$ cat config.mk
export PLATFORM = sky130hd
export DESIGN_NAME = fp16_acc
export DESIGN_NICKNAME = d
export VERILOG_FILES = /design/src/rtl/fp16_pkg.sv /design/src/rtl/fp16add.sv /design/src/rtl/fp16_acc.sv
export SDC_FILE = /design/constraint.sdc
export NUM_CORES = 1
export LEC_CHECK = 0
export ABC_AREA = 1
export BUFFER_PORTS_ARGS = -buffer_cell sky130_fd_sc_hd__buf_4
export CORE_MARGIN = 4
export CORE_UTILIZATION = 30
export DETAILED_ROUTE_END_ITERATION = 10
export PLACE_DENSITY = 0.47
export REMOVE_ABC_BUFFERS = 1
export SLEW_MARGIN = 20
export SYNTH_ARGS = -nofsm -noshare
export SYNTH_HDL_FRONTEND = slang
export SYNTH_SLANG_ARGS = --single-unit
$ cat constraint.sdc
create_clock -name i_clk -period 32.4 [get_ports i_clk]
set_clock_uncertainty 0.15 [all_clocks]
set_input_delay 1.62 -clock i_clk [delete_from_list [all_inputs] [get_ports i_clk]]
set_output_delay 1.62 -clock i_clk [all_outputs]
set_load 0.005 [all_outputs]
$ cat src/rtl/fp16_pkg.sv
// Shared fp16 definitions for the arithmetic blocks and the accumulator.
// Holds field widths, special encodings and the accumulator state enum.
package fp16_pkg;

    localparam int FP16_W      = 16;
    localparam int FP16_EXP_W  = 5;
    localparam int FP16_MANT_W = 10;

    localparam logic [FP16_EXP_W-1:0] FP16_EXP_INF  = 5'h1F;
    localparam logic [FP16_W-1:0]     FP16_POS_ZERO = 16'h0000;
    localparam logic [FP16_W-1:0]     FP16_QNAN     = 16'h7E00;

    typedef enum logic {
        S_ACC = 1'b0,
        S_OUT = 1'b1
    } state_e;

endpackage

$ cat src/rtl/fp16add.sv
// Combinational fp16 adder.
// Ports: i_a, i_b - fp16 operands; o_res - fp16 sum.
// Denormal inputs are treated as zero and underflowing results flush to a
// signed zero. Rounding is to nearest-even using guard/round/sticky bits.
module fp16add
    import fp16_pkg::*;
(
    input  logic [FP16_W-1:0] i_a,
    input  logic [FP16_W-1:0] i_b,
    output logic [FP16_W-1:0] o_res
);

    logic              a_zero, b_zero, a_inf, b_inf, a_nan, b_nan, swap;
    logic              s_big, s_sml, sticky, rup;
    logic [4:0]        e_big, e_sml, shamt;
    logic [10:0]       m_big, m_sml;
    logic [14:0]       mag_a, mag_b, sum;
    logic [27:0]       sml_sh;
    logic [13:0]       big_x, aligned, norm;
    logic [11:0]       rnd;
    logic [9:0]        mant_o;
    logic signed [6:0] exp_n;

    always_comb begin
        a_zero  = (i_a[14:10] == 5'd0);
        b_zero  = (i_b[14:10] == 5'd0);
        a_inf   = (i_a[14:10] == FP16_EXP_INF) && (i_a[9:0] == 10'd0);
        b_inf   = (i_b[14:10] == FP16_EXP_INF) && (i_b[9:0] == 10'd0);
        a_nan   = (i_a[14:10] == FP16_EXP_INF) && (i_a[9:0] != 10'd0);
        b_nan   = (i_b[14:10] == FP16_EXP_INF) && (i_b[9:0] != 10'd0);
        mag_a   = a_zero ? 15'd0 : i_a[14:0];
        mag_b   = b_zero ? 15'd0 : i_b[14:0];
        swap    = (mag_b > mag_a);
        s_big   = swap ? i_b[15] : i_a[15];
        s_sml   = swap ? i_a[15] : i_b[15];
        e_big   = swap ? i_b[14:10] : i_a[14:10];
        e_sml   = swap ? i_a[14:10] : i_b[14:10];
        m_big   = {1'b1, (swap ? i_b[9:0] : i_a[9:0])};
        m_sml   = {1'b1, (swap ? i_a[9:0] : i_b[9:0])};
        shamt   = e_big - e_sml;

        // Align the smaller operand; bits shifted past the round position
        // collapse into the sticky bit.
        sml_sh  = {m_sml, 17'd0} >> shamt;
        aligned = sml_sh[27:14];
        sticky  = |sml_sh[13:0];
        if (shamt >= 5'd28) begin
            aligned = 14'd0;
            sticky  = 1'b1;
        end

        big_x = {m_big, 3'b000};
        if (s_big == s_sml) sum = {1'b0, big_x} + {1'b0, aligned};
        else                sum = {1'b0, big_x} - {1'b0, aligned};

        exp_n = $signed({2'b00, e_big});
        if (sum[14]) begin
            norm   = sum[14:1];
            sticky = sticky | sum[0];
            exp_n  = exp_n + 7'sd1;
        end else begin
            norm = sum[13:0];
            for (int i = 0; i < 13; i++) begin
                if (!norm[13] && (norm != 14'd0)) begin
                    norm  = norm << 1;
                    exp_n = exp_n - 7'sd1;
                end
            end
        end

        rup    = norm[2] & (norm[1] | norm[0] | sticky | norm[3]);
        rnd    = {1'b0, norm[13:3]} + {11'd0, rup};
        mant_o = rnd[11] ? rnd[10:1] : rnd[9:0];
        if (rnd[11]) exp_n = exp_n + 7'sd1;

        if (norm == 14'd0)         o_res = FP16_POS_ZERO;
        else if (exp_n >= 7'sd31)  o_res = {s_big, FP16_EXP_INF, 10'd0};
        else if (exp_n <= 7'sd0)   o_res = {s_big, 15'd0};
        else                       o_res = {s_big, exp_n[4:0], mant_o};

        // Special operands take priority over the arithmetic path.
        if (a_nan || b_nan || (a_inf && b_inf && (i_a[15] != i_b[15]))) o_res = FP16_QNAN;
        else if (a_inf)             o_res = i_a;
        else if (b_inf)             o_res = i_b;
        else if (a_zero && b_zero)  o_res = {i_a[15] & i_b[15], 15'd0};
        else if (a_zero)            o_res = i_b;
        else if (b_zero)            o_res = i_a;
    end

endmodule

$ cat src/rtl/fp16_acc.sv
// Streaming fp16 accumulator: sums each group of N consecutive input values
// into one fp16 total and presents it on a valid/ready output.
// Ports: i_clk, i_rst_n (async, active-low); input stream i_data/i_valid/o_ready;
// output stream o_sum/o_valid/i_ready; o_inf flags a partial sum that hit bexp 1F.
// Handshake: a word moves on any rising edge where its valid and ready are both
// high; the sender holds data stable while valid is high and ready is low.
module fp16_acc
    import fp16_pkg::*;
#(
    parameter int N = 4
) (
    input  logic              i_clk,
    input  logic              i_rst_n,
    input  logic [FP16_W-1:0] i_data,
    input  logic              i_valid,
    output logic              o_ready,
    output logic [FP16_W-1:0] o_sum,
    output logic              o_valid,
    input  logic              i_ready,
    output logic              o_inf
);

    localparam int CNT_W = $clog2(N + 1);

    state_e            state_q, state_d;
    logic [FP16_W-1:0] acc_q, acc_d;
    logic [CNT_W-1:0]  cnt_q, cnt_d;
    logic              inf_q, inf_d;
    logic [FP16_W-1:0] sum_next;
    logic              in_xfer;

    fp16add u_add (
        .i_a   (acc_q),
        .i_b   (i_data),
        .o_res (sum_next)
    );

    // Ready is gated by reset so nothing is offered as accepted while held.
    assign o_ready = (state_q == S_ACC) && i_rst_n;
    assign o_valid = (state_q == S_OUT);
    assign o_sum   = acc_q;
    assign o_inf   = inf_q;
    assign in_xfer = i_valid && o_ready;

    always_comb begin
        state_d = state_q;
        acc_d   = acc_q;
        cnt_d   = cnt_q;
        inf_d   = inf_q;
        case (state_q)
            S_ACC: begin
                if (in_xfer) begin
                    acc_d = sum_next;
                    cnt_d = cnt_q + CNT_W'(1);
                    inf_d = inf_q | (sum_next[14:10] == FP16_EXP_INF);
                    if (cnt_d == CNT_W'(N)) state_d = S_OUT;
                end
            end
            S_OUT: begin
                if (i_ready) begin
                    state_d = S_ACC;
                    acc_d   = FP16_POS_ZERO;
                    cnt_d   = '0;
                    inf_d   = 1'b0;
                end
            end
            default: state_d = S_ACC;
        endcase
    end

    always_ff @(posedge i_clk or negedge i_rst_n) begin
        if (!i_rst_n) begin
            state_q <= S_ACC;
            acc_q   <= FP16_POS_ZERO;
            cnt_q   <= '0;
            inf_q   <= 1'b0;
        end else begin
            state_q <= state_d;
            acc_q   <= acc_d;
            cnt_q   <= cnt_d;
            inf_q   <= inf_d;
        end
    end

endmodule

# After elaboration in Yosys (flattened, before gate mapping)

Index checks and enable logic that the tools add are counted.

Reductions and logical operators: 60
Equal/unequal tests: 10
Bitwise gates (word level): 8
Mux-type cells: 88
Add/sub/neg operators: 20
Shift-type cells: 1
$lt $le $gt $ge: 4

Operator list:

| operator                                                            | number |
|---|---|
| 14-bit two-way mux                                                  | 27 |
| 7-bit two-way mux                                                   | 27 |
| 14-bit nonzero test                                                 | 13 |
| 16-bit two-way mux                                                  | 9 |
| 7-bit by 2-bit subtractor with 7-bit output (second input constant) | 12 |
| 15-bit two-way mux                                                  | 5 |
| 16-bit one-hot mux with 2 select lines                              | 1 |
| 10-bit two-way mux                                                  | 3 |
| 28-bit by 5-bit right shift with 28-bit output                      | 1 |
| 1-bit logical AND                                                   | 22 |
| 10-bit logical NOT                                                  | 2 |
| 10-bit nonzero test                                                 | 2 |
| 14-bit by 14-bit adder with 15-bit output                           | 1 |
| 5-bit == test (second input constant)                               | 3 |
| 15-bit > comparator                                                 | 1 |
| 14-bit by 14-bit subtractor with 15-bit output                      | 1 |
| 14-bit logical NOT                                                  | 1 |
| 14-bit OR reduction                                                 | 1 |
| 1-bit logical NOT                                                   | 13 |
| 11-bit by 1-bit adder with 12-bit output                            | 1 |
| 5-bit logical NOT                                                   | 2 |
| 5-bit two-way mux                                                   | 2 |
| 1-bit two-way mux                                                   | 9 |
| 7-bit by 2-bit adder with 7-bit output (second input constant)      | 1 |
| 22 further kinds                                                    | 31 |

Register bits after elaboration: 21
Output and inout bits: 19
Input bits: 20
Logic and storage cells: 196

# Longest topological paths before layout

Gate-level depths: netlist of the first run.

Depth in word-level cells: 81
Depth in mapped cells: 120
Depth with buffers taken out: 113

# By module

Synthesis of the first run repeated with hierarchy kept, for this count alone.

Cell total of the unflattened synthesis: 1967
Area, all modules: 10898.0 um2

By module, submodules not included:

| module   | cells an instance | times used | area each (um2) |
|---|---|---|---|
| fp16add  | 1866              | 1          | 9947.0 |
| fp16_acc | 101               | 1          | 950.9 |

# Worst setup path before layout of the first run

No wires, ideal clock.

Path kind: input to register
Start: input port i_data[12]
End: register acc_q[4], in the netlist o_sum[4]
Arrival time: 14.847 ns
Setup slack: 17.277 ns
Setup time: 0.127 ns
Path buffers: 7
Stages on the path: 108
Cells stage by stage: inv_1 nand4_1 clkbuf_1 nand2_1 inv_1 ha_1 nand2_1 nor2_2 nand2_1 nand2_1 nand2_1 nand2_2 nand2_2 buf_6 nand2_2 nand3_2 ha_1 inv_1 (+72 left out) inv_1 ha_1 o21ai_1 nand2_1 o21ai_1 ha_1 inv_1 nor2_1 xor2_1 nand4_1 nand2_1 nand2_2 nand3_4 nor2_2 nand3b_1 nand2_1 o211ai_1 o21ai_1

Cells in the longest elaborated chain, start to end: 79
Elaborated cells on any way between the ends: 159
Those cells by class: 19 x add/sub; 4 x order compare; 4 x eq/ne; 1 x shift; 76 x mux; 5 x bitwise; 50 x reduce/logical

RTL lines:

| item                                                         | RTL line       | source |
|---|---|---|
| from (decl)                                                  | fp16_acc.sv:14 | `input logic [FP16_W-1:0] i_data,` |
| branches (longest 79 deep; another with 15-bit > comparator) | --             |  |
| to (signal assigned)                                         | fp16_acc.sv:74 | `acc_q <= FP16_POS_ZERO;` |
| to (signal assigned)                                         | fp16_acc.sv:79 | `acc_q <= acc_d;` |
| to (decl)                                                    | fp16_acc.sv:26 | `logic [FP16_W-1:0] acc_q, acc_d;` |

Parallel ways; which one is timed is not known. The select of a mux whose other input is x is not followed.
A chain may end at the register's enable or synchronous reset.

# Worst setup path after layout of the first run

Start: input port i_data[12]
End: register acc_q[9], in the netlist o_sum[9]

The elaborated chain is that of the path after synthesis.

==> results.md, run 1 <==
* Ports at 39
* Setup Fix Bufs, Post-CTS at 0
* Post-synthesis mux area share at 0.228%
* RSZ-0062 raised after global routing: no
* Worst r2r dst: o_sum[9]$_DFFE_PN0P_
* CTS Buf Count at 3
* Post-synthesis compound-gate area fraction at 11.5%
* Residual DRC at 0
* GPL Wtd Cong at 0.879
* Area Growth Syn to Fin at 6.41%
* Final TNS setup at 0 ns
* Starting Density at 30.4%
* Final hold viol count at 0
* Setup Crit Path Kind: input pin to flip-flop
* Port Buffer Count at 38
* Hold path depth at 1
* Clock Path Buffers at 2
* Die X at 189 µm
* Synth Flop Type: dfrtp_1
* Vias in the first global route at 11,200
* Netlist cell types at 64
* Number of endpoints failing setup at the final stage at 0
* Sequential area share after synthesis at 5.33%
* Hold Path Sink: cnt_q[0]$_DFFE_PN0P_
* Cts hold-fix bufs at 0
* Clk_lat worst skew at 0.25 ns
* Synth Register Bits at 21
* Share of layout cells above drive strength 1 at 11.1%
* ANT nets after route at 0
* Slew Limit Fails at 0
* Tightest Pin Transition at 1.04 ns
* Final wirelength at 32,900 µm
* ANT cells at 0
* Largest net degree at the start of global routing at 39
* Clock period minus worst slack at 18.64 ns
* Worst slew margin at 30.6%
* First-pass GRT wire length at 54,700 µm
* Fmax at 0.0537 GHz
* CTS tree: built
* Ys Warns at 0
* Arr. time, crit path at 18.63 ns
* CP startpoint kind: input pin
* Synth Area in XOR/XNOR at 3.54%
* Fillers at 3,777
* Die height at 189 µm
* Initial antenna violation count at 0
* Synthesized area at 0.00986 mm²
* Reg2reg start: o_sum[10]$_DFFE_PN0P_
* Post-cts resize count at 0
* Post-synth EDFFs at 0
* Core Area at 0.0325 mm²
* Largest family of logic cells by synthesized area: simple AND/OR/NAND/NOR gates
* Most used cell, CP: nand2_1
* Total Routing Usage GR at 17.8%
* Flop-to-flop setup slack at 14.48 ns
* DPL Wire Length at 27,400 µm
* Synth async-reset ratio at 100%
* Clock transition at path regs at 0.06 ns
* Area of the multi-input gates at 0.00809 mm²
* Via count at 11,600
* Period utilization at 57.5%
* Wirelength per Cell at 14.1 µm
* CP max-delay cell: a21oi_1
* Vias per inst at 4.94
* Fin nets at 1,975
* Grt ovf at 0
* HP Start: cnt_q[0]$_DFFE_PN0P_
* Synth Instances at 1,901
* Initial DRC Count at 766
* H-tree level count at 1
* Die ar. at 0.0358 mm²
* Clk sinks at 21
* Simple-gate area share of the yosys netlist at 59.3%
* Drt pass-1 iters at 7
* FF-to-FF path depth at 91
* Synthesized area per cell at 5.19 µm²
* Register area at 526 µm²
* Worst Setup End Kind: flip-flop
* Root buffer cell: clkbuf_16
* Status: finished, final reports clean
* Critical path required time at 32.39 ns
* Post-Synth Adder-Cell Area at 7.43%
* Maximum fanout along the worst path at 38
* Max cap viols at 0
* Critical Path Max Stage Delay at 0.86 ns
* Num rows at 66
* Hold WC Path Type: flip-flop to flip-flop
[layout by cell type, fill, tap and decap left out, types with 4 or more instances in the layout]
master    count
nand3_4       5
nor2_2       16
o21a_1        4
buf_4        40
dfrtp_1      21
nand3_2      19
nand2_2      70
a31oi_1       7
nand2_1     655
nand2_4       5
inv_2        27
o21ai_1      30
nand3_1     270
or2_2         6
nor3_1       21
o22ai_1       7
xnor2_1       8
inv_1       223
o21ai_0      53
nor4_1        7
ha_1         57
a21oi_1      55
nand4_1      30
xor2_1       25
o21ai_2       4
o31ai_1       7
nor2_1      167
nand3b_1      7
[worst max-delay path by stage]
| stage | to | from | depth (start not counted) |
|---|---|---|---|
| CTS | o_sum[4]$_DFFE_PN0P_ | i_data[12] | 95 |
| finish | o_sum[9]$_DFFE_PN0P_ | i_data[12] | 93 |
| global route | o_inf$_DFFE_PN0P_ | i_data[12] | 104 |
| global placement | o_sum[4]$_DFFE_PN0P_ | i_data[12] | 103 |
| detailed placement | o_sum[4]$_DFFE_PN0P_ | i_data[12] | 95 |
| floorplan | o_sum[4]$_DFFE_PN0P_ | i_data[12] | 105 |
[synth_stat cells (8+ instances only)]
cell | instances | area share, %
nand2_1 | 655 | 25
nand3_1 | 270 | 14
inv_1 | 223 | 8.5
nor2_1 | 167 | 6.4
nand2_2 | 70 | 4.4
ha_1 | 57 | 7.2
a21oi_1 | 55 | 2.8
o21ai_0 | 53 | 2.7
nand4_1 | 30 | 1.9
o21ai_1 | 30 | 1.5
inv_2 | 27 | 1.0
xor2_1 | 25 | 2.2
dfrtp_1 | 21 | 5.3
nor3_1 | 21 | 1.1
clkbuf_1 | 20 | 0.76
nand3_2 | 19 | 1.9
nor2_2 | 16 | 1.0
buf_2 | 12 | 0.61
xnor2_1 | 8 | 0.71
[layer usage]
| layer | vias to the layer above | wire (µm) | global-route usage [%] |
|---|---|---|---|
| li1 | 6122 | - | - |
| met5 | - | 0 | 0 |
| met4 | 0 | 709 | 3.76 |
| met2 | 227 | 15300 | 31.7 |
| met3 | 42 | 967 | 1.01 |
| met1 | 5170 | 15900 | 23.9 |
[critical path, delay by kind of cell]
kind / cells / cell delay [ns]
compound gates: 22 / 4.75
xor+xnor: 1 / 0.24
buf+inv: 13 / 1.30
fa+ha+maj: 13 / 3.83
simple gates: 44 / 6.87
[layout make-up]
cell class	instances	area share, %
multi-input cells	1578	77.1
inverters	253	9.05
repair buffers	40	2.86
clock buffers	4	0.751
well taps	442	5.27
flip-flops and latches	21	5.01
[flip-flops by register name (all words and copies together) (netlist names)]
name / flops
cnt_q: 3
o_valid: 1
o_sum: 16
o_inf: 1
[cells by family after synthesis]
group / Yosys count
flip-flops: 21
XOR/XNOR: 36
adder cells (fa/ha/maj): 58
AO/OA/AOI/OAI: 195
multiplexers: 1
AND/OR/NAND/NOR: 1288
buffers and inverters: 302
[through the flow]
stage | setup WS, ns | hold slack, ns | instance area [µm²] | std cells | util (%)
6_report | 13.76 | 0.356 | 10500 | 2338 | 32.3
5_1_grt | 11.82 | 0.385 | 10500 | 2338 | 32.3
4_1_cts | 13.90 | 0.361 | 10500 | 2338 | 32.3
3_5_place_dp | 13.68 | 0.345 | 10400 | 2334 | 32.1
3_3_place_gp | 13.90 | 0.343 | 10400 | 2334 | 32.1
2_1_floorplan | 16.43 | 0.316 | 9560 | 1852 | -
Power of run 1 is not shown: default switching activity piles up to over one toggle a cycle in this logic, so the estimate is an artifact.
==> run 2, diff against run 1 <==
Settings changed: PLACE_DENSITY 0.47 to 0.48.
Clock period 32.4 ns to 17.05 ns, I/O delays scaled along.
==> run 2 against run 1 <==
Non-clock buffer count increased by 27. Largest cell class unchanged. Hold slack got worse by 0.020 ns. Design area increased by 3.3%. Critical endpoint is now o_sum[4]$_DFFE_PN0P_. Via count increased by 1.7%. Highest routed layer unchanged.
==> results.md, run 2 (synthesis results as in run 1) <==
* DPL Wire Length at 27,300 µm (-0.42%)
* Commonest non-fill, non-tap cells in the layout: nand2_1 (653), nand3_1 (270), inv_1 (222)
* Max cap viols at 0 (unchanged)
* Hold WC Path Type: input pin to asynchronous set/reset pin
* Max reg flops at 16 (unchanged)
* Met1 wire length at 15,500 µm (-2.5%)
* Vias per inst at 4.97 (+0.48%)
* Core Area at 0.0325 mm² (unchanged)
* Clk sinks at 21 (unchanged)
* Top Layer Used: met4
* Buf/Inv on CP at 15 (+2)
* Residual DRC at 0 (unchanged)
* CP startpoint kind: input pin
* Flop-to-flop setup slack at 1.78 ns (-12.70 ns)
* Clock transition at path regs at 0.06 ns (about the same)
* Worst Setup End Kind: flip-flop
* CP Capture Point: o_sum[4]$_DFFE_PN0P_
* Arr. time, crit path at 15.45 ns (-3.18 ns)
* Routed length on met2 at 16,000 µm (+4.2%)
* Vias in the first global route at 11,000 (-1.3%)
* Wirelength per Cell at 14.0 µm (-0.74%)
* CTS Buf Count at 3 (unchanged)
* Cts hold-fix bufs at 0 (unchanged)
* Die X at 189 µm (unchanged)
* First-pass GRT wire length at 54,900 µm (+0.37%)
* Clk_lat worst skew at 0.25 ns (about the same)
* Final wirelength at 33,000 µm (+0.49%)
* Maximum fanout along the worst path at 17 (-55%)
* Via count at 11,800 (+1.7%)
* Clock period minus worst slack at 15.46 ns
* Fillers at 3,784 (+0.19%)
* Largest net degree at the start of global routing at 38 (-2.6%)
* Worst slew margin at 41.2% (+11 points)
* ANT nets after route at 0 (unchanged)
* FF-to-FF path depth at 105 (+15%)
* Share of layout cells above drive strength 1 at 13.2% (+2.1 points)
* Wire length on met3 at 1260 µm (+30%)
* Critical path required time at 17.04 ns (-15.35 ns)
* Largest delay share family, worst path: simple AND/OR/NAND/NOR gates
* Commonest non-fill, non-tap cell in the layout: nand2_1
* Status: finished, final reports clean
* CP max-delay cell: fa_1
* Grt ovf at 0 (unchanged)
* Area Growth Syn to Fin at 9.92%
* Final hold viol count at 0 (unchanged)
* Clock Path Buffers at 2 (unchanged)
* ANT cells at 0 (unchanged)
* Worst setup startpoint: i_data[12]
* Num rows at 66 (unchanged)
* Reg2reg start: o_sum[10]$_DFFE_PN0P_
* Tightest Pin Transition at 0.879 ns (-0.162 ns)
* Slew Limit Fails at 0 (unchanged)
* Crit. path cell count at 107 (+15%)
* Period utilization at 90.7%
* GPL Wtd Cong at 0.897 (+2.1%)
* Final TNS setup at 0 ns (unchanged)
* Initial DRC Count at 827 (+8.0%)
* Ports at 39 (unchanged)
* Die height at 189 µm (unchanged)
* Starting Density at 30.4% (unchanged)
* Drt pass-1 iters at 6 (-1)
* Die ar. at 0.0358 mm² (unchanged)
* H-tree level count at 1 (unchanged)
* Total Routing Usage GR at 17.9% (+0.075 points)
* Setup Crit Path Kind: input pin to flip-flop
* Number of endpoints failing setup at the final stage at 0 (unchanged)
* Initial antenna violation count at 0 (unchanged)
* Fmax at 0.0647 GHz
* Critical Path Max Stage Delay at 0.44 ns (-0.42 ns)
* Port Buffer Count at 38 (unchanged)
* DP Worst Slack at -0.183 ns (-13.86 ns)
* Final WS setup at 1.59 ns (-12.17 ns)
* Worst r2r dst: o_sum[4]$_DFFE_PN0P_
* CTS tree: built
* Fin nets at 2,004 (+1.5%)
* Root buffer cell: clkbuf_16
* Most used cell, CP: nand2_1
## run 2: changes by cell type in the layout (fill, tap and decap cells not counted), moves of 2 or more
cell	previous run	this run
buf_4	40	66
nor2_1	167	161
nor2_2	16	22
nand2_8	1	4
ha_1	57	55
nand2_1	655	653
nand3_2	19	17
nand3_4	5	7
o21ai_0	53	51
o21ai_2	4	6
## run 2: what timing repair did
item	in CTS	in global routing
setup buffers	0	15
cloned	0	2
setup endpoints to repair	1	16
gates resized for setup	0	30
pin swaps	1	8
## run 2: layout make-up
| class | instances | area [µm²] | share of cell area (%) |
|---|---|---|---|
| timing repair buffer | 67 | 507 | 4.67 |
| tap | 442 | 553 | 5.10 |
| clock buffer | 4 | 78.8 | 0.727 |
| inverter | 253 | 953 | 8.79 |
| sequential | 21 | 526 | 4.85 |
| multi-input combinational | 1580 | 8230 | 75.9 |
## run 2: how the worst min path moves through the flow
stage / end / slack [ns] / cells past startpoint
after floorplan: cnt_q[0]$_DFFE_PN0P_ / 0.32 / 1
after global routing: cnt_q[0]$_DFFE_PN0P_ / 0.36 / 1
after detailed placement: cnt_q[1]$_DFFE_PN0P_ / 0.34 / 1
after CTS: cnt_q[0]$_DFFE_PN0P_ / 0.35 / 1
final: cnt_q[0]$_DFFE_PN0P_ / 0.34 / 1
after global placement: cnt_q[1]$_DFFE_PN0P_ / 0.34 / 1
## run 2: per-stage QoR
stage / util, % / instances / hold slack, ns / cell area, µm²
3_3_place_gp: 32.4 / 2346 / 0.344 / 10500
4_1_cts: 32.6 / 2350 / 0.350 / 10600
2_1_floorplan: - / 1852 / 0.316 / 9560
3_5_place_dp: 32.4 / 2346 / 0.343 / 10500
5_1_grt: 33.4 / 2367 / 0.361 / 10800
6_report: 33.4 / 2367 / 0.336 / 10800
## run 2: per-layer routing
layer | up-vias | track usage, %
met5 | - | 0
met4 | 0 | 1.78
met3 | 31 | 1.49
met2 | 235 | 32.9
met1 | 5307 | 23.7
li1 | 6188 | -
Power of run 2 is left out for the same reason.
==> run 3, diff against run 2 <==
Settings changed: CELL_PAD_IN_SITES_DETAIL_PLACEMENT from default to 0, CELL_PAD_IN_SITES_GLOBAL_PLACEMENT from default to 1, PLACE_DENSITY 0.48 to 0.65.
==> run 3 against run 2 <==
Routed wire length grew 0.91%. Final cell count is essentially flat. Critical path depth is 1 higher. Maximum frequency down 0.86%. Sequential share of layout area is essentially flat. Design area decreased by 0.23%. Non-clock buffer count up 2. Highest routed layer unchanged.
==> results.md, run 3 (synthesis results as in run 1) <==
* Worst slew margin at 47.0% (+5.8 points)
* Slew Limit Fails at 0 (unchanged)
* Vias in the first global route at 11,000 (-0.64%)
* Die height at 189 µm (unchanged)
* Worst r2r dst: o_sum[4]$_DFFE_PN0P_
* DPL Wire Length at 27,600 µm (+1.2%)
* Tightest Pin Transition at 0.794 ns (-0.0846 ns)
* Clock Path Buffers at 2 (unchanged)
* ANT nets after route at 0 (unchanged)
* Commonest non-fill, non-tap cells in the layout: nand2_1 (655), nand3_1 (270), inv_1 (222)
* Arr. time, crit path at 15.58 ns (+0.13 ns)
* Maximum fanout along the worst path at 18 (+1)
* Total Routing Usage GR at 17.9% (about the same)
* Commonest non-fill, non-tap cell in the layout: nand2_1
* Share of layout cells above drive strength 1 at 12.9% (-0.32 points)
* Max reg flops at 16 (unchanged)
* Worst Setup End Kind: flip-flop
* Die X at 189 µm (unchanged)
* Clock period minus worst slack at 15.59 ns (+0.133 ns)
* CTS tree: built
* Ports at 39 (unchanged)
* Most used cell, CP: nand2_1
* Clock transition at path regs at 0.06 ns (about the same)
* Inst Count DP at 2,346 (unchanged)
* Starting Density at 30.4% (unchanged)
* First-pass GRT wire length at 54,700 µm (-0.36%)
* DP Worst Slack at 0.173 ns (+0.356 ns)
* H-tree level count at 1 (unchanged)
* Setup Crit Path Kind: input pin to flip-flop
* Die ar. at 0.0358 mm² (unchanged)
* ANT cells at 0 (unchanged)
* Area Growth Syn to Fin at 9.67%
* Number of endpoints failing setup at the final stage at 0 (unchanged)
* Initial DRC Count at 849 (+2.7%)
* Port Buffer Count at 38 (unchanged)
* Reg2reg start: o_sum[10]$_DFFE_PN0P_
* Initial antenna violation count at 0 (unchanged)
* Critical Path Max Stage Delay at 0.47 ns (+0.03 ns)
* Fillers at 3,741 (-1.1%)
* Residual DRC at 0 (unchanged)
* Wirelength per Cell at 14.1 µm (+0.86%)
* Fin cells at 2,368 (+0.042%)
* Clk sinks at 21 (unchanged)
* FF-to-FF path depth at 105 (unchanged)
* Period utilization at 91.5% (+0.78 points)
* Root buffer cell: clkbuf_16
* Vias per inst at 4.94 (-0.64%)
* Via count at 11,700 (-0.60%)
* Core Area at 0.0325 mm² (unchanged)
* CP max-delay cell: fa_1
* Status: finished, final reports clean
* Hold WC Path Type: input pin to asynchronous set/reset pin
* Largest delay share family, worst path: simple AND/OR/NAND/NOR gates
* Grt ovf at 0 (unchanged)
* Fmax at 0.0641 GHz (-0.86%)
* Final WS setup at 1.46 ns (-0.134 ns)
* CP startpoint kind: input pin
* Num rows at 66 (unchanged)
* Clk_lat worst skew at 0.25 ns (about the same)
* Flop-to-flop setup slack at 1.63 ns (-0.15 ns)
* Final hold viol count at 0 (unchanged)
* Critical path required time at 17.04 ns (about the same)
* Fin nets at 2,005 (+0.050%)
* Buf/Inv on CP at 14 (-1)
* Final TNS setup at 0 ns (unchanged)
* GPL Wtd Cong at 0.861 (-4.0%)
* CTS Buf Count at 3 (unchanged)
* Max cap viols at 0 (unchanged)
* Largest net degree at the start of global routing at 38 (unchanged)
* Drt pass-1 iters at 5 (-1)
* Final wirelength at 33,300 µm (+0.91%)
-- run 3: cell types whose count changed in the layout (fill, tap and decap cells not counted), sizes merged --
cell,previous run,this run
buf,67,69
nand2,733,731
clkinvlp,1,2
-- run 3: worst max path at each step --
| stage | startpoint | end | slack [ns] | cells past startpoint |
|---|---|---|---|---|
| CTS | i_data[12] | o_sum[4]$_DFFE_PN0P_ | 0.39 | 105 |
| detailed placement | i_data[12] | o_sum[4]$_DFFE_PN0P_ | 0.17 | 105 |
| global placement | i_data[12] | o_inf$_DFFE_PN0P_ | 0.39 | 106 |
| finish | i_data[12] | o_sum[4]$_DFFE_PN0P_ | 1.46 | 108 |
| floorplan | i_data[12] | o_sum[4]$_DFFE_PN0P_ | 1.85 | 105 |
| global route | i_data[12] | o_sum[4]$_DFFE_PN0P_ | -0.04 | 107 |
-- run 3: area by class of cell --
type,count,area (µm²),share of cell area [%]
multi-input combinational,1578,8180,75.6
tap,442,553,5.11
clock buffer,4,78.8,0.729
timing repair inverter,1,5.00,0.0463
inverter,253,953,8.81
sequential,21,526,4.86
timing repair buffer,69,526,4.86
-- run 3: per-layer routing --
layer / GRT usage (%) / wire length (µm) / part of all wire [%]
met5: 0 / 0 / 0
met3: 0.848 / 896 / 2.7
met2: 32.9 / 16100 / 48
met4: 1.81 / 244 / 0.73
met1: 24.1 / 16100 / 48
-- run 3: what timing repair did --
item                       4_1_cts  5_1_grt
setup endpoints to repair        0       16
buffers inserted                 0       17
gates resized for setup          0       22
hold buffers                     0        0
-- run 3: per-stage QoR --
step	utilization, %	area [µm²]	hold slack [ns]
floorplan	-	9560	0.316
global placement	32.4	10500	0.342
detailed placement	32.4	10500	0.348
CTS	32.6	10600	0.344
global route	33.3	10800	0.354
finish	33.3	10800	0.336
Power of run 3 is left out for the same reason.
